--- config.mk ---
export PLATFORM = sky130hd
export DESIGN_NAME = cpu_program_loader
export DESIGN_NICKNAME = d
export VERILOG_FILES = /design/src/rtl/loader_pkg.sv /design/src/rtl/sat_counter.sv /design/src/rtl/cpu_program_loader.sv
export SDC_FILE = /design/constraint.sdc
export NUM_CORES = 1
export LEC_CHECK = 0
export CORE_ASPECT_RATIO = 0.5
export CORE_MARGIN = 4
export CORE_UTILIZATION = 26
export CTS_CLUSTER_SIZE = 16
export DETAILED_ROUTE_END_ITERATION = 16
export PLACE_DENSITY = 0.43
export SETUP_SLACK_MARGIN = 0.3
export SYNTH_ARGS = -nofsm -noshare
export SYNTH_HDL_FRONTEND = slang
export SYNTH_HIERARCHICAL = 1
export SYNTH_SLANG_ARGS = --single-unit
--- constraint.sdc ---
create_clock -name clk -period 2.7 [get_ports clk]
set_input_delay 0.675 -clock clk [delete_from_list [all_inputs] [get_ports clk]]
set_output_delay 0.675 -clock clk [all_outputs]
set_load 0.01 [all_outputs]
--- src/rtl/loader_pkg.sv ---
// Shared definitions for the CPU program loader: FSM states, header word
// slots and the memory address / count width.
package loader_pkg;

    localparam int ADDR_W = 16;

    // Slots of the two header words inside the latched header array
    localparam logic HDR_NI = 1'b0;
    localparam logic HDR_ND = 1'b1;

    typedef enum logic [2:0] {
        ST_IDLE,
        ST_HDR_D,
        ST_LOAD_I,
        ST_LOAD_D,
        ST_SETTLE,
        ST_RUN,
        ST_FIN
    } state_t;

endpackage

--- src/rtl/sat_counter.sv ---
// Up-counter with enable and synchronous clear that stops at LIMIT instead
// of wrapping.
module sat_counter #(
    parameter int         W     = 32,
    parameter logic [W-1:0] LIMIT = '1
) (
    input  logic         clk,
    input  logic         rst_n,
    input  logic         clr,
    input  logic         en,
    output logic [W-1:0] count
);

    always_ff @(posedge clk or negedge rst_n) begin
        if (!rst_n) begin
            count <= '0;
        end else if (clr) begin
            count <= '0;
        end else if (en && (count != LIMIT)) begin
            count <= count + 1'b1;
        end
    end

endmodule

--- src/rtl/cpu_program_loader.sv ---
// Boot loader: streams a program image into the CPU's instruction and data
// memories, holds the CPU in reset while loading, then runs and supervises it.
module cpu_program_loader
    import loader_pkg::*;
#(
    parameter int               CNT_W      = 32,
    parameter logic [CNT_W-1:0] MAX_CYCLES = 32'hFFFF_FFFF
) (
    input  logic              clk,
    input  logic              rst_n,
    input  logic              s_valid,
    output logic              s_ready,
    input  logic [15:0]       s_data,
    output logic              ex_iwe,
    output logic [15:0]       ex_iaddr,
    output logic [15:0]       ex_idata,
    output logic              ex_dwe,
    output logic [15:0]       ex_daddr,
    output logic [15:0]       ex_ddata,
    output logic              cpu_rst_n,
    input  logic              cpu_done,
    output logic              busy,
    output logic              done,
    output logic              timeout,
    output logic [CNT_W-1:0]  cycles
);

    state_t            state_q, state_n;
    logic [ADDR_W-1:0] hdr [2];
    logic [ADDR_W-1:0] addr;
    logic [ADDR_W-1:0] remaining;
    logic              accept;
    logic              last_word;
    logic              limit_hit;
    logic              cyc_clr;
    logic              cyc_en;

    assign accept    = s_valid && s_ready;
    assign last_word = (remaining == 16'd1);
    assign limit_hit = (cycles == MAX_CYCLES);

    always_ff @(posedge clk or negedge rst_n) begin
        if (!rst_n) begin
            state_q <= ST_IDLE;
        end else begin
            state_q <= state_n;
        end
    end

    always_comb begin
        state_n = state_q;
        case (state_q)
            ST_IDLE, ST_FIN: begin
                if (accept) state_n = ST_HDR_D;
            end
            ST_HDR_D: begin
                // N_D arrives on s_data this cycle, N_I is already latched
                if (accept) begin
                    if (hdr[HDR_NI] != '0)  state_n = ST_LOAD_I;
                    else if (s_data != '0)  state_n = ST_LOAD_D;
                    else                    state_n = ST_SETTLE;
                end
            end
            ST_LOAD_I: begin
                if (accept && last_word)
                    state_n = (hdr[HDR_ND] != '0) ? ST_LOAD_D : ST_SETTLE;
            end
            ST_LOAD_D: begin
                if (accept && last_word) state_n = ST_SETTLE;
            end
            ST_SETTLE: state_n = ST_RUN;
            ST_RUN: begin
                if (cpu_done || limit_hit) state_n = ST_FIN;
            end
            default: state_n = ST_IDLE;
        endcase
    end

    // Status outputs are registered from the next state so they change with it
    always_ff @(posedge clk or negedge rst_n) begin
        if (!rst_n) begin
            s_ready     <= 1'b1;
            busy        <= 1'b0;
            cpu_rst_n   <= 1'b0;
            done        <= 1'b0;
            timeout     <= 1'b0;
            ex_iwe      <= 1'b0;
            ex_iaddr    <= '0;
            ex_idata    <= '0;
            ex_dwe      <= 1'b0;
            ex_daddr    <= '0;
            ex_ddata    <= '0;
            addr        <= '0;
            remaining   <= '0;
            hdr[HDR_NI] <= '0;
            hdr[HDR_ND] <= '0;
        end else begin
            s_ready   <= (state_n != ST_SETTLE) && (state_n != ST_RUN);
            busy      <= (state_n != ST_IDLE) && (state_n != ST_FIN);
            cpu_rst_n <= (state_n == ST_RUN);
            ex_iwe    <= 1'b0;
            ex_dwe    <= 1'b0;
            case (state_q)
                ST_IDLE, ST_FIN: begin
                    if (accept) begin
                        hdr[HDR_NI] <= s_data;
                        done        <= 1'b0;
                        timeout     <= 1'b0;
                    end
                end
                ST_HDR_D: begin
                    if (accept) begin
                        hdr[HDR_ND] <= s_data;
                        addr        <= '0;
                        remaining   <= (hdr[HDR_NI] != '0) ? hdr[HDR_NI] : s_data;
                    end
                end
                ST_LOAD_I: begin
                    if (accept) begin
                        ex_iwe   <= 1'b1;
                        ex_iaddr <= addr;
                        ex_idata <= s_data;
                        if (last_word) begin
                            addr      <= '0;
                            remaining <= hdr[HDR_ND];
                        end else begin
                            addr      <= addr + 1'b1;
                            remaining <= remaining - 1'b1;
                        end
                    end
                end
                ST_LOAD_D: begin
                    if (accept) begin
                        ex_dwe    <= 1'b1;
                        ex_daddr  <= addr;
                        ex_ddata  <= s_data;
                        addr      <= addr + 1'b1;
                        remaining <= remaining - 1'b1;
                    end
                end
                ST_RUN: begin
                    // A halt in the limit cycle wins over the timeout
                    if (cpu_done)       done    <= 1'b1;
                    else if (limit_hit) timeout <= 1'b1;
                end
                default: ;
            endcase
        end
    end

    assign cyc_clr = accept && (state_q == ST_FIN);
    assign cyc_en  = (state_q == ST_RUN) && !cpu_done;

    sat_counter #(
        .W     (CNT_W),
        .LIMIT (MAX_CYCLES)
    ) u_cycles (
        .clk   (clk),
        .rst_n (rst_n),
        .clr   (cyc_clr),
        .en    (cyc_en),
        .count (cycles)
    );

endmodule

==> results.txt, run 1 <==
Status: completed
HP Class: input pin to asynchronous set/reset pin
Post-synth top area share: 0.523
Leakage: 0.00460 uW
Pwr per Cell Area: 874 nW/um2
Area leader, netlist: dfrtp_1
GR Util All Layers: 0.145
Ys Warns: 6
FFs w/ async S/R, synth: 1.00
Slew Viols, Final: 0
Final period util: 0.960
Worst-Skew Late Latency: 450 ps
Pre-CTS WS: -115 ps
Final setup margin: 108 ps
Row cnt: 45
FF+latch count, synth: 170
Port Buffers: 122
1st-pass router iterations: 4
H-Tree Depth: 4
CP bufs+invs: 4
WL final: 24.4 mm
ANT cells: 0
Die area: 34200 um2
RSZ-0062 raised after global routing: true
Crit Path Category: flip-flop to flip-flop
CTS Root Cell: clkbuf_16
P&R area growth vs syn: 37.9%
Most frequent cell after synthesis: dfrtp_1
CTS clk-pin slew, worst paths: 70 ps
Core area: 30500 um2
Filler Cells Inserted: 3041
Worst-Margin Slew: 764 ps
Starting Density: 0.265
Fin. Hold Viols: 0
Final Instance Count excl. Fillers: 1358
Die Wd: 257 um
Post-synth EDFFs: 0
CP Capture Type: flip-flop
Pin count of the biggest net entering global routing: 57
Clock buffer depth: 2
Synth top area cells: dfrtp_1 52%, mux2_2 14%, nor2_1 3.0%
Die Ht: 133 um
Via density: 4.78
First-pass GRT wire length: 39.1 mm
Mapped Nets: 760
Most used cell, CP: buf_4
DRT iter0 DRCs: 414
Critical path data required time: 3030 ps
Max-cap violations: 0
Syn Area/Cell: 11.0 um2
Vias in the first global route: 6671
Power Total: 9750 uW
Worst Setup Start Kind: flip-flop
Peak supply drop: 552 uV
Clock buffer count from CTS: 17
CTS tree: yes
Peak Freq: 0.386 GHz
IO Pins: 123
Mapped Area: 8090 um2
Slew headroom: 0.486
Final setup violation count: 0
CTS sink cnt: 170
DR vias: 6485
Overflow after GRT: 0
Detail Route Antenna Nets: 0
Crit-path slowest cell: or4_4
CP Cell Sequence: inv_2 -> ha_4 -> or4b_4 -> or4_4 -> o41ai_4 -> buf_4 -> buf_4 -> buf_6 -> nor2_4 -> a311oi_2 -> o21ai_1
Synth unique cells: 62
WP data arrival: 2920 ps
Most used DFF post-synth: dfrtp_1
Final min period: 2590 ps
Residual DRC: 0
Nets@finish: 946
Dpl hpwl: 17.8 mm
Top Family by Delay on Critical Path: simple AND/OR/NAND/NOR gates
Clk_skew: 15.5 ps
Syn Inst Count: 736
DR WL/cell: 17.9 um
Final GP Congestion: 0.832
Layout cells sized above 1: 0.278
Critical path peak fanout: 4
CP peak stage delay: 490 ps
Initial antenna violation count: 0
Post-synth top cells: 169 x dfrtp_1, 101 x mux2_2, 64 x nor2_1, 51 x nand2_1, 44 x o21ai_0
Placed insts: 1306
Sequential area share after synthesis: 0.526
[cell usage in the layout, fill, tap and decap left out, types with 4 or more instances in the layout]
| master | synthesis | final |
|---|---|---|
| and3_1 | 16 | 16 |
| nor4_1 | 24 | 24 |
| a21oi_1 | 35 | 33 |
| buf_6 | 1 | 13 |
| clkdlybuf4s50_1 | 0 | 121 |
| buf_12 | 0 | 8 |
| nor2b_1 | 8 | 8 |
| or3_1 | 9 | 9 |
| clkbuf_16 | 0 | 17 |
| o31ai_1 | 9 | 7 |
| mux2_2 | 101 | 101 |
| clkinvlp_4 | 0 | 4 |
| a211oi_1 | 15 | 15 |
| nor3_1 | 15 | 12 |
| nor2_2 | 1 | 7 |
| a31oi_1 | 5 | 5 |
| nor2_1 | 64 | 52 |
| o21ai_1 | 1 | 18 |
| inv_1 | 13 | 12 |
| nand3_1 | 19 | 19 |
| xor2_1 | 11 | 11 |
| o22ai_1 | 5 | 5 |
| o21ai_0 | 44 | 19 |
| o21ai_2 | 0 | 8 |
| nand4_1 | 18 | 18 |
| or4_1 | 4 | 4 |
| xnor2_1 | 12 | 12 |
| buf_4 | 3 | 56 |
| dfrtp_1 | 169 | 169 |
| inv_6 | 0 | 6 |
| nand2_1 | 51 | 51 |
| nor2_4 | 0 | 7 |
[metrics by stage]
step,util,setup TNS (ps),hold slack (ps),cell area [um2]
final,0.366,0,182,11200
after global routing,0.366,0,191,11200
after CTS,0.363,0,188,11100
after detailed placement,0.337,-483,496,10300
after global placement,0.337,-283,491,10300
after floorplan,-,0,379,8090
[area by class of cell]
| type | count | area, um2 | area share |
|---|---|---|---|
| clock buffers | 18 | 439 | 0.0394 |
| well taps | 423 | 529 | 0.0475 |
| repair buffers | 199 | 1950 | 0.175 |
| clock inverters | 14 | 125 | 0.0112 |
| multi-input cells | 521 | 3800 | 0.341 |
| flip-flops and latches | 170 | 4260 | 0.382 |
| inverters | 13 | 48.8 | 0.00438 |
[worst paths after layout]
kind / slack, ps / cells past startpoint / endpoint / startpoint
worst max-delay path: 110 / 11 / remaining[9] / remaining[1]
worst min-delay path: 180 / 1 / ex_daddr[9] / rst_n
worst max register to register: 110 / 11 / remaining[9] / remaining[1]
worst min register to register: 510 / 1 / ex_iaddr[4] / ex_iaddr[4]
max in group asynchronous: 1760 / 2 / u_cycles/count[25] / rst_n
min in group clk: 510 / 1 / ex_iaddr[4] / ex_iaddr[4]
[registers in the layout (all words and copies together) (netlist names)]
| signal | count |
|---|---|
| hdr | 32 |
| remaining | 16 |
| ex_dwe | 1 |
| ex_iaddr | 16 |
| timeout | 1 |
| u_cycles/count | 32 |
| busy | 1 |
| ex_ddata | 16 |
| cpu_rst_n | 1 |
| ex_idata | 16 |
| ex_iwe | 1 |
| state_q | 3 |
| ex_daddr | 16 |
| addr | 16 |
| done | 1 |
| s_ready | 1 |
[logic make-up (layout without fill, tap and decap cells)]
family                   after synthesis  in the layout  share of synthesized area
buffers and inverters                 46            244                     0.0241
AO/OA/AOI/OAI                        135            135                      0.106
AND/OR/NAND/NOR                      254            255                      0.168
adder cells (fa/ha/maj)                4              4                    0.00619
multiplexers                         104            104                      0.145
XOR/XNOR                              23             23                     0.0249
flip-flops                           170            170                      0.526
[timing repair]
item	in CTS	in global routing
pin swaps	20	23
setup endpoints to repair	33	45
resized for setup	43	27
hold endpoints to repair	0	0
buffers inserted	15	3
hold buffers	0	0
gates cloned	2	0
[where the power goes]
part | internal, uW | switching, uW
sequential | 3280 | 583
combinational | 1880 | 1580
clock | 1240 | 1180
total | 6400 | 3350
[layer usage]
metal  share of wire  vias to the layer above  global-route usage
met2            0.47                      100               0.238
met3           0.033                       19              0.0331
met4           0.010                        0              0.0322
met1            0.48                     3286               0.198
li1                -                     3080                   -
met5               0                        -                   0
(Power assumes the default switching activity.)
==> inputs of run 2 (changes only) <==
CORE_ASPECT_RATIO = 1.2   (was 0.5)
CORE_MARGIN = unset   (was 4)
PLACE_DENSITY = 0.42   (was 0.43)
==> results.txt, run 2 (synthesis gave the netlist of run 1 again) <==
RSZ-0062 raised after global routing: true (unchanged)
Reg power frac: 0.405 (was 0.396)
FF-to-FF Start: remaining[1] (unchanged)
Peak Freq: 0.385 GHz (was 0.386 GHz)
Met3 usage: 0.0293 (was 0.0331)
Status: completed (unchanged)
Final period util: 0.962 (was 0.960)
Worst-Skew Late Latency: 440 ps (was 450 ps)
Clock buffer depth: 2 (unchanged)
1st-pass router iterations: 4 (unchanged)
Critical path data required time: 3010 ps (was 3030 ps)
Worst Setup EP: remaining[10] (was remaining[9])
Dpl hpwl: 17.1 mm (was 17.8 mm)
P&R area growth vs syn: 37.0% (was 37.9%)
Commonest non-fill, non-tap cell in the layout: dfrtp_1 (unchanged)
Overflow after GRT: 0 (unchanged)
Vias in the first global route: 6537 (was 6671)
Worst Reg-to-Reg Cells: 9 (was 11)
ANT cells: 0 (unchanged)
Worst-Margin Slew: 631 ps (was 764 ps)
Clock buffer count from CTS: 17 (unchanged)
CTS clk-pin slew, worst paths: 70 ps (about the same)
CTS tree: yes (unchanged)
Filler Cells Inserted: 3046 (was 3041)
Met2 Use GR: 0.262 (was 0.238)
DP Area: 10300 um2 (about the same)
Detail Route Antenna Nets: 0 (unchanged)
Residual DRC: 0 (unchanged)
Placed insts: 1285 (was 1306)
Layout cells sized above 1: 0.273 (was 0.278)
Top Family by Delay on Critical Path: simple AND/OR/NAND/NOR gates (unchanged)
Crit-path slowest cell: or4_4 (unchanged)
Layer carrying the most global-route usage: met2 (unchanged)
Final GP Congestion: 0.819 (was 0.832)
Fin. Hold Viols: 0 (unchanged)
RR Endpoint: remaining[10] (was remaining[9])
Sw Share: 0.337 (was 0.343)
CP Capture Type: flip-flop (unchanged)
Max-cap violations: 0 (unchanged)
P_sw: 3220 uW (was 3350 uW)
DRT iter0 DRCs: 251 (was 414)
Leakage: 0.00461 uW (was 0.00460 uW)
Final setup margin: 104 ps (was 108 ps)
Slew headroom: 0.576 (was 0.486)
Final setup violation count: 0 (unchanged)
Port Buffers: 122 (unchanged)
DR WL/cell: 18.1 um (was 17.9 um)
Clk_skew: 11.1 ps (was 15.5 ps)
Flop2flop setup slack: 100 ps (was 110 ps)
Die Ht: 195 um (was 133 um)
CP peak stage delay: 540 ps (was 490 ps)
Core area: 30600 um2 (was 30500 um2)
Crit Path Category: flip-flop to flip-flop (unchanged)
Hold buffer count at CTS: 0 (unchanged)
Most frequent cells in the layout: 169 x dfrtp_1, 121 x clkdlybuf4s50_1, 101 x mux2_2 (unchanged)
Worst Setup Start Kind: flip-flop (unchanged)
CP bufs+invs: 3 (was 4)
Final min period: 2600 ps (was 2590 ps)
Nets@finish: 944 (was 946)
Multi-input gate area: 3790 um2 (was 3800 um2)
DR vias: 6416 (was 6485)
Die Wd: 163 um (was 257 um)
Slew Viols, Final: 0 (unchanged)
Design area: 11100 um2 (was 11200 um2)
Via density: 4.83 (was 4.78)
FF/Latch Area: 4260 um2 (unchanged)
Pre-CTS WS: -86.9 ps (was -115 ps)
GR Util All Layers: 0.157 (was 0.145)
Pwr per Cell Area: 864 nW/um2 (was 874 nW/um2)
Critical path peak fanout: 5 (was 4)
Met1 Resource Use GR: 0.209 (was 0.198)
CTS Root Cell: clkbuf_16 (unchanged)
CTS sink cnt: 170 (unchanged)
Combinational power share: 0.344 (was 0.356)
WL final: 24.0 mm (was 24.4 mm)
H-Tree Depth: 4 (unchanged)
Initial antenna violation count: 0 (unchanged)
Critical Path Start: remaining[1] (unchanged)
Clk pwr share: 0.251 (was 0.248)
WP data arrival: 2910 ps (was 2920 ps)
Largest regs: hdr x32, u_cycles/count x32 (unchanged)
Pin count of the biggest net entering global routing: 52 (was 57)
First-pass GRT wire length: 38.4 mm (was 39.1 mm)
Starting Density: 0.265 (about the same)
Cell depth of the worst setup path: 9 (was 11)
HP Class: input pin to asynchronous set/reset pin (unchanged)
Internal power: 6350 uW (was 6400 uW)
Row cnt: 70 (was 45)
CP Cell Sequence: inv_2 -> ha_4 -> or4b_4 -> or4_4 -> o41ai_4 -> buf_4 -> buf_6 -> o21ai_1 -> a221o_1 (was inv_2 -> ha_4 -> or4b_4 -> or4_4 -> o41ai_4 -> buf_4 -> buf_4 -> buf_6 -> nor2_4 -> a311oi_2 -> o21ai_1)
Peak supply drop: 392 uV (was 552 uV)
IO Pins: 123 (unchanged)
Die area: 31800 um2 (was 34200 um2)
Final Instance Count excl. Fillers: 1329 (was 1358)
==> run 2: cell types whose count changed in the layout (fill, tap and decap cells not counted), moves of 3 or more <==
cell      before  now
o21ai_0       19   29
nor2_1        52   58
o21ai_1       18   12
buf_6         13    9
clkinv_2       0    4
nor2_4         7    3
o21ai_2        8    4
nor2_2         7    4
nor4_1        24   21
nor4_2         1    4
==> run 2: repair_timing <==
| item | 4_1_cts | 5_1_grt |
|---|---|---|
| endpoints found under the setup margin | 33 | 36 |
| setup buffers | 8 | 1 |
| resized for setup | 27 | 25 |
| gates cloned | 3 | 0 |
| pin swaps | 12 | 11 |
==> run 2: per-layer routing <==
layer | vias up | share of wire
met3 | 14 | 0.036
met4 | 0 | 0.010
met1 | 3208 | 0.46
li1 | 3070 | -
met5 | - | 0
met2 | 124 | 0.50
==> run 2: worst min-delay path by stage <==
stage	startpoint	end	slack (ps)	depth (start not counted)
CTS	rst_n	ex_daddr[0]	180	1
global placement	ex_iaddr[1]	ex_iaddr[1]	490	1
floorplan	rst_n	addr[0]	380	0
detailed placement	ex_ddata[13]	ex_ddata[13]	490	1
finish	rst_n	remaining[4]	180	1
global route	rst_n	remaining[6]	190	1
==> run 2: through the flow <==
step           hold WS, ps  utilization  setup TNS [ps]  power (uW)
2_1_floorplan          379            -               0        5450
3_3_place_gp           489        0.336            -112        7070
3_5_place_dp           494        0.336            -380        7070
4_1_cts                182        0.359               0        9640
5_1_grt                193        0.362           -5.48       10200
6_report               180        0.362               0        9580
==> run 2: worst reg2reg max path, cell delays in order (launching register included) <==
cell and delay [ps]:
dfrtp_1 390, inv_2 80, ha_4 110, or4b_4 470
or4_4 540, o41ai_4 210, buf_4 190, buf_6 110
o21ai_1 50, a221o_1 350
==> run 2: layout make-up <==
class	count	area share
Clock buffer	17	0.0384
Clock inverter	15	0.0125
Inverter	13	0.00440
Multi-Input combinational cell	520	0.342
Sequential cell	170	0.384
Tap cell	396	0.0447
Timing Repair Buffer	198	0.174
==> run 2: power by group through the flow <==
stage	logic, uW	registers [uW]	clock network [uW]
after floorplan	1540	3910	0
after global placement	3170	3900	0
after detailed placement	3170	3900	0
after CTS	3280	3870	2490
after global routing	3580	3990	2590
final	3290	3870	2410
==> inputs of run 3 (changes only) <==
CAP_MARGIN = 20   (was unset)
PLACE_DENSITY = 0.43   (was 0.42)
SYNTH_HIERARCHICAL = unset   (was 1)
==> results.txt, run 3 <==
Mapped Area: 7770 um2 (was 8090 um2)
WL final: 21.5 mm (was 24.0 mm)
Initial antenna violation count: 0 (unchanged)
Critical path peak fanout: 3 (was 5)
Die area: 30600 um2 (was 31800 um2)
Sequential area share after synthesis: 0.548 (was 0.526)
Die Ht: 191 um (was 195 um)
Layout cells sized above 1: 0.267 (was 0.273)
CP Capture Type: flip-flop (unchanged)
Most frequent cells in the layout: 164 x dfrtp_1, 117 x clkdlybuf4s50_1, 97 x mux2_2 (was 169 x dfrtp_1, 121 x clkdlybuf4s50_1, 101 x mux2_2)
Filler Cells Inserted: 2945 (was 3046)
FF/Latch Area: 4260 um2 (about the same)
Starting Density: 0.267 (was 0.265)
Hold buffer count at CTS: 0 (unchanged)
Max-cap violations: 0 (unchanged)
Post-synth top cells: 169 x dfrtp_1, 97 x mux2_2, 71 x nor2_1, 53 x o21ai_0, 47 x nand2_1 (was 169 x dfrtp_1, 101 x mux2_2, 64 x nor2_1, 51 x nand2_1, 44 x o21ai_0)
Worst-Margin Slew: 568 ps (was 631 ps)
GR Util All Layers: 0.147 (was 0.157)
HP Class: input pin to asynchronous set/reset pin (unchanged)
RSZ-0062 raised after global routing: true (unchanged)
Ys Warns: 0 (was 6)
Overflow after GRT: 0 (unchanged)
Peak Freq: 0.419 GHz (was 0.385 GHz)
Largest regs: hdr x32, u_cycles.count x32 (was hdr x32, u_cycles/count x32)
DR WL/cell: 16.8 um (was 18.1 um)
Slew headroom: 0.621 (was 0.576)
Most frequent cell after synthesis: dfrtp_1 (unchanged)
Dpl hpwl: 15.0 mm (was 17.1 mm)
1st-pass router iterations: 4 (unchanged)
DR vias: 6003 (was 6416)
CTS sink cnt: 170 (unchanged)
Post-synth top area share: 0.545 (was 0.523)
Fin. Hold Viols: 0 (unchanged)
Peak supply drop: 487 uV (was 392 uV)
Syn Inst Count: 702 (was 736)
Final setup violation count: 0 (unchanged)
Pin count of the biggest net entering global routing: 59 (was 52)
Syn Area/Cell: 11.1 um2 (was 11.0 um2)
CTS Root Cell: clkbuf_16 (unchanged)
Synth unique cells: 53 (was 62)
DRT iter0 DRCs: 231 (was 251)
Worst-Skew Late Latency: 440 ps (about the same)
WP data arrival: 2710 ps (was 2910 ps)
Pwr per Cell Area: 917 nW/um2 (was 864 nW/um2)
Worst Setup Start Kind: input pin (was flip-flop)
Critical path data required time: 3020 ps (was 3010 ps)
Crit Path Category: input pin to flip-flop (was flip-flop to flip-flop)
Vias in the first global route: 6033 (was 6537)
Final period util: 0.884 (was 0.962)
Mapped Nets: 726 (was 760)
Slew Viols, Final: 0 (unchanged)
Post-synth EDFFs: 0 (unchanged)
Status: completed (unchanged)
Via density: 4.68 (was 4.83)
Multi-input gate area: 3440 um2 (was 3790 um2)
Fin Setup TNS: 0 ps (unchanged)
Clock buffer depth: 2 (unchanged)
Die Wd: 160 um (was 163 um)
FF+latch count, synth: 170 (unchanged)
H-Tree Depth: 4 (unchanged)
Clk_skew: 13.0 ps (was 11.1 ps)
FFs w/ async S/R, synth: 1.00 (unchanged)
Detail Route Antenna Nets: 0 (unchanged)
Most used DFF post-synth: dfrtp_1 (unchanged)
Port Buffers: 122 (unchanged)
CTS clk-pin slew, worst paths: 70 ps (about the same)
Residual DRC: 0 (unchanged)
Area leader, netlist: dfrtp_1 (unchanged)
WHS: 122 ps (was 180 ps)
Final min period: 2390 ps (was 2600 ps)
Core area: 29100 um2 (was 30600 um2)
P&R area growth vs syn: 38.1% (was 37.0%)
First-pass GRT wire length: 34.7 mm (was 38.4 mm)
Final GP Congestion: 0.764 (was 0.819)
IO Pins: 123 (unchanged)
Nets@finish: 909 (was 944)
Commonest non-fill, non-tap cell in the layout: dfrtp_1 (unchanged)
Synth top area cells: dfrtp_1 54%, mux2_2 14%, nor2_1 3.4% (was dfrtp_1 52%, mux2_2 14%, nor2_1 3.0%)
Row cnt: 68 (was 70)
CTS tree: yes (unchanged)
ANT cells: 0 (unchanged)
Leakage: 0.00457 uW (was 0.00461 uW)
Clock buffer count from CTS: 17 (unchanged)
==> run 3: cell count changes in the layout (fill, tap and decap cells not counted), sizes merged, moves of 5 or more <==
cell,previous run,this run
a211oi,15,2
a21oi,35,41
a221oi,0,5
and4,3,8
mux2,102,97
nand4,19,12
nor2,65,71
nor2b,8,1
nor4,28,19
o21ai,45,54
o31ai,9,2
xnor2,12,18
==> run 3: path summary, 6_finish.rpt <==
| path | endpoint | slack, ps | startpoint | cells after the start |
|---|---|---|---|---|
| hold reg to reg | ex_ddata[1] | 510 | ex_ddata[1] | 1 |
| setup reg to reg | busy | 320 | hdr[14] | 8 |
| hold / removal | u_cycles.count[6] | 120 | rst_n | 1 |
| setup / recovery | busy | 310 | s_data[8] | 9 |
| min in group clk | ex_ddata[1] | 510 | ex_ddata[1] | 1 |
| max in group asynchronous | remaining[12] | 1880 | rst_n | 2 |
==> run 3: timing repair <==
item | CTS | global route
buffers inserted | 2 | 10
setup endpoints to repair | 3 | 27
gates cloned | 0 | 1
pin swaps | 5 | 7
gates resized for setup | 3 | 28
==> run 3: cell families (layout without fill, tap and decap cells) <==
group,count (synthesis),count (layout),share of synthesized area
DFF,170,170,0.548
xor gates and xnor gates,31,31,0.0350
adders and majority gates,4,4,0.00644
and+or+nand+nor,233,234,0.157
buffers and inverters,43,238,0.0230
muxes,97,97,0.141
AOI/OAI and AO/OA,124,124,0.0901
==> run 3: area by class of cell <==
cell class	count	area share
clock buffer	17	0.0397
clock inverter	15	0.0176
inverter	12	0.00420
multi-input combinational	490	0.321
sequential	170	0.397
tap	385	0.0449
timing repair buffer	194	0.175
==> run 3: where the power goes <==
group,total (uW),internal (uW),switching (uW)
sequential,3830,3260,574
combinational,3400,1810,1590
clock,2590,1470,1120
==> run 3: worst max-delay path, stage by stage <==
cell             delay (ps)
clkdlybuf4s50_1         480
nor4_1                  260
buf_4                   160
nand4_1                 130
o21bai_1                170
or3b_1                  350
a211o_1                 270
nand2b_1                130
nand3b_4                 70
==> run 3: metrics by stage <==
stage / total power [uW] / cell area, um2 / utilization / worst slack [ps] / std cells
after CTS: 9920 / 10600 / 0.363 / 291 / 1272
after global placement: 7200 / 9910 / 0.341 / -198 / 1238
after floorplan: 5590 / 7770 / - / 379 / 702
final: 9830 / 10700 / 0.369 / 313 / 1283
after global routing: 10500 / 10700 / 0.369 / 183 / 1283
after detailed placement: 7220 / 9910 / 0.341 / -232 / 1238
==> run 3: layer usage <==
metal / part of all wire / global-route usage / vias to the layer above
li1: - / - / 2893
met1: 0.46 / 0.192 / 2983
met2: 0.49 / 0.243 / 110
met3: 0.033 / 0.0280 / 17
met4: 0.012 / 0.0480 / 0
met5: 0 / 0 / -
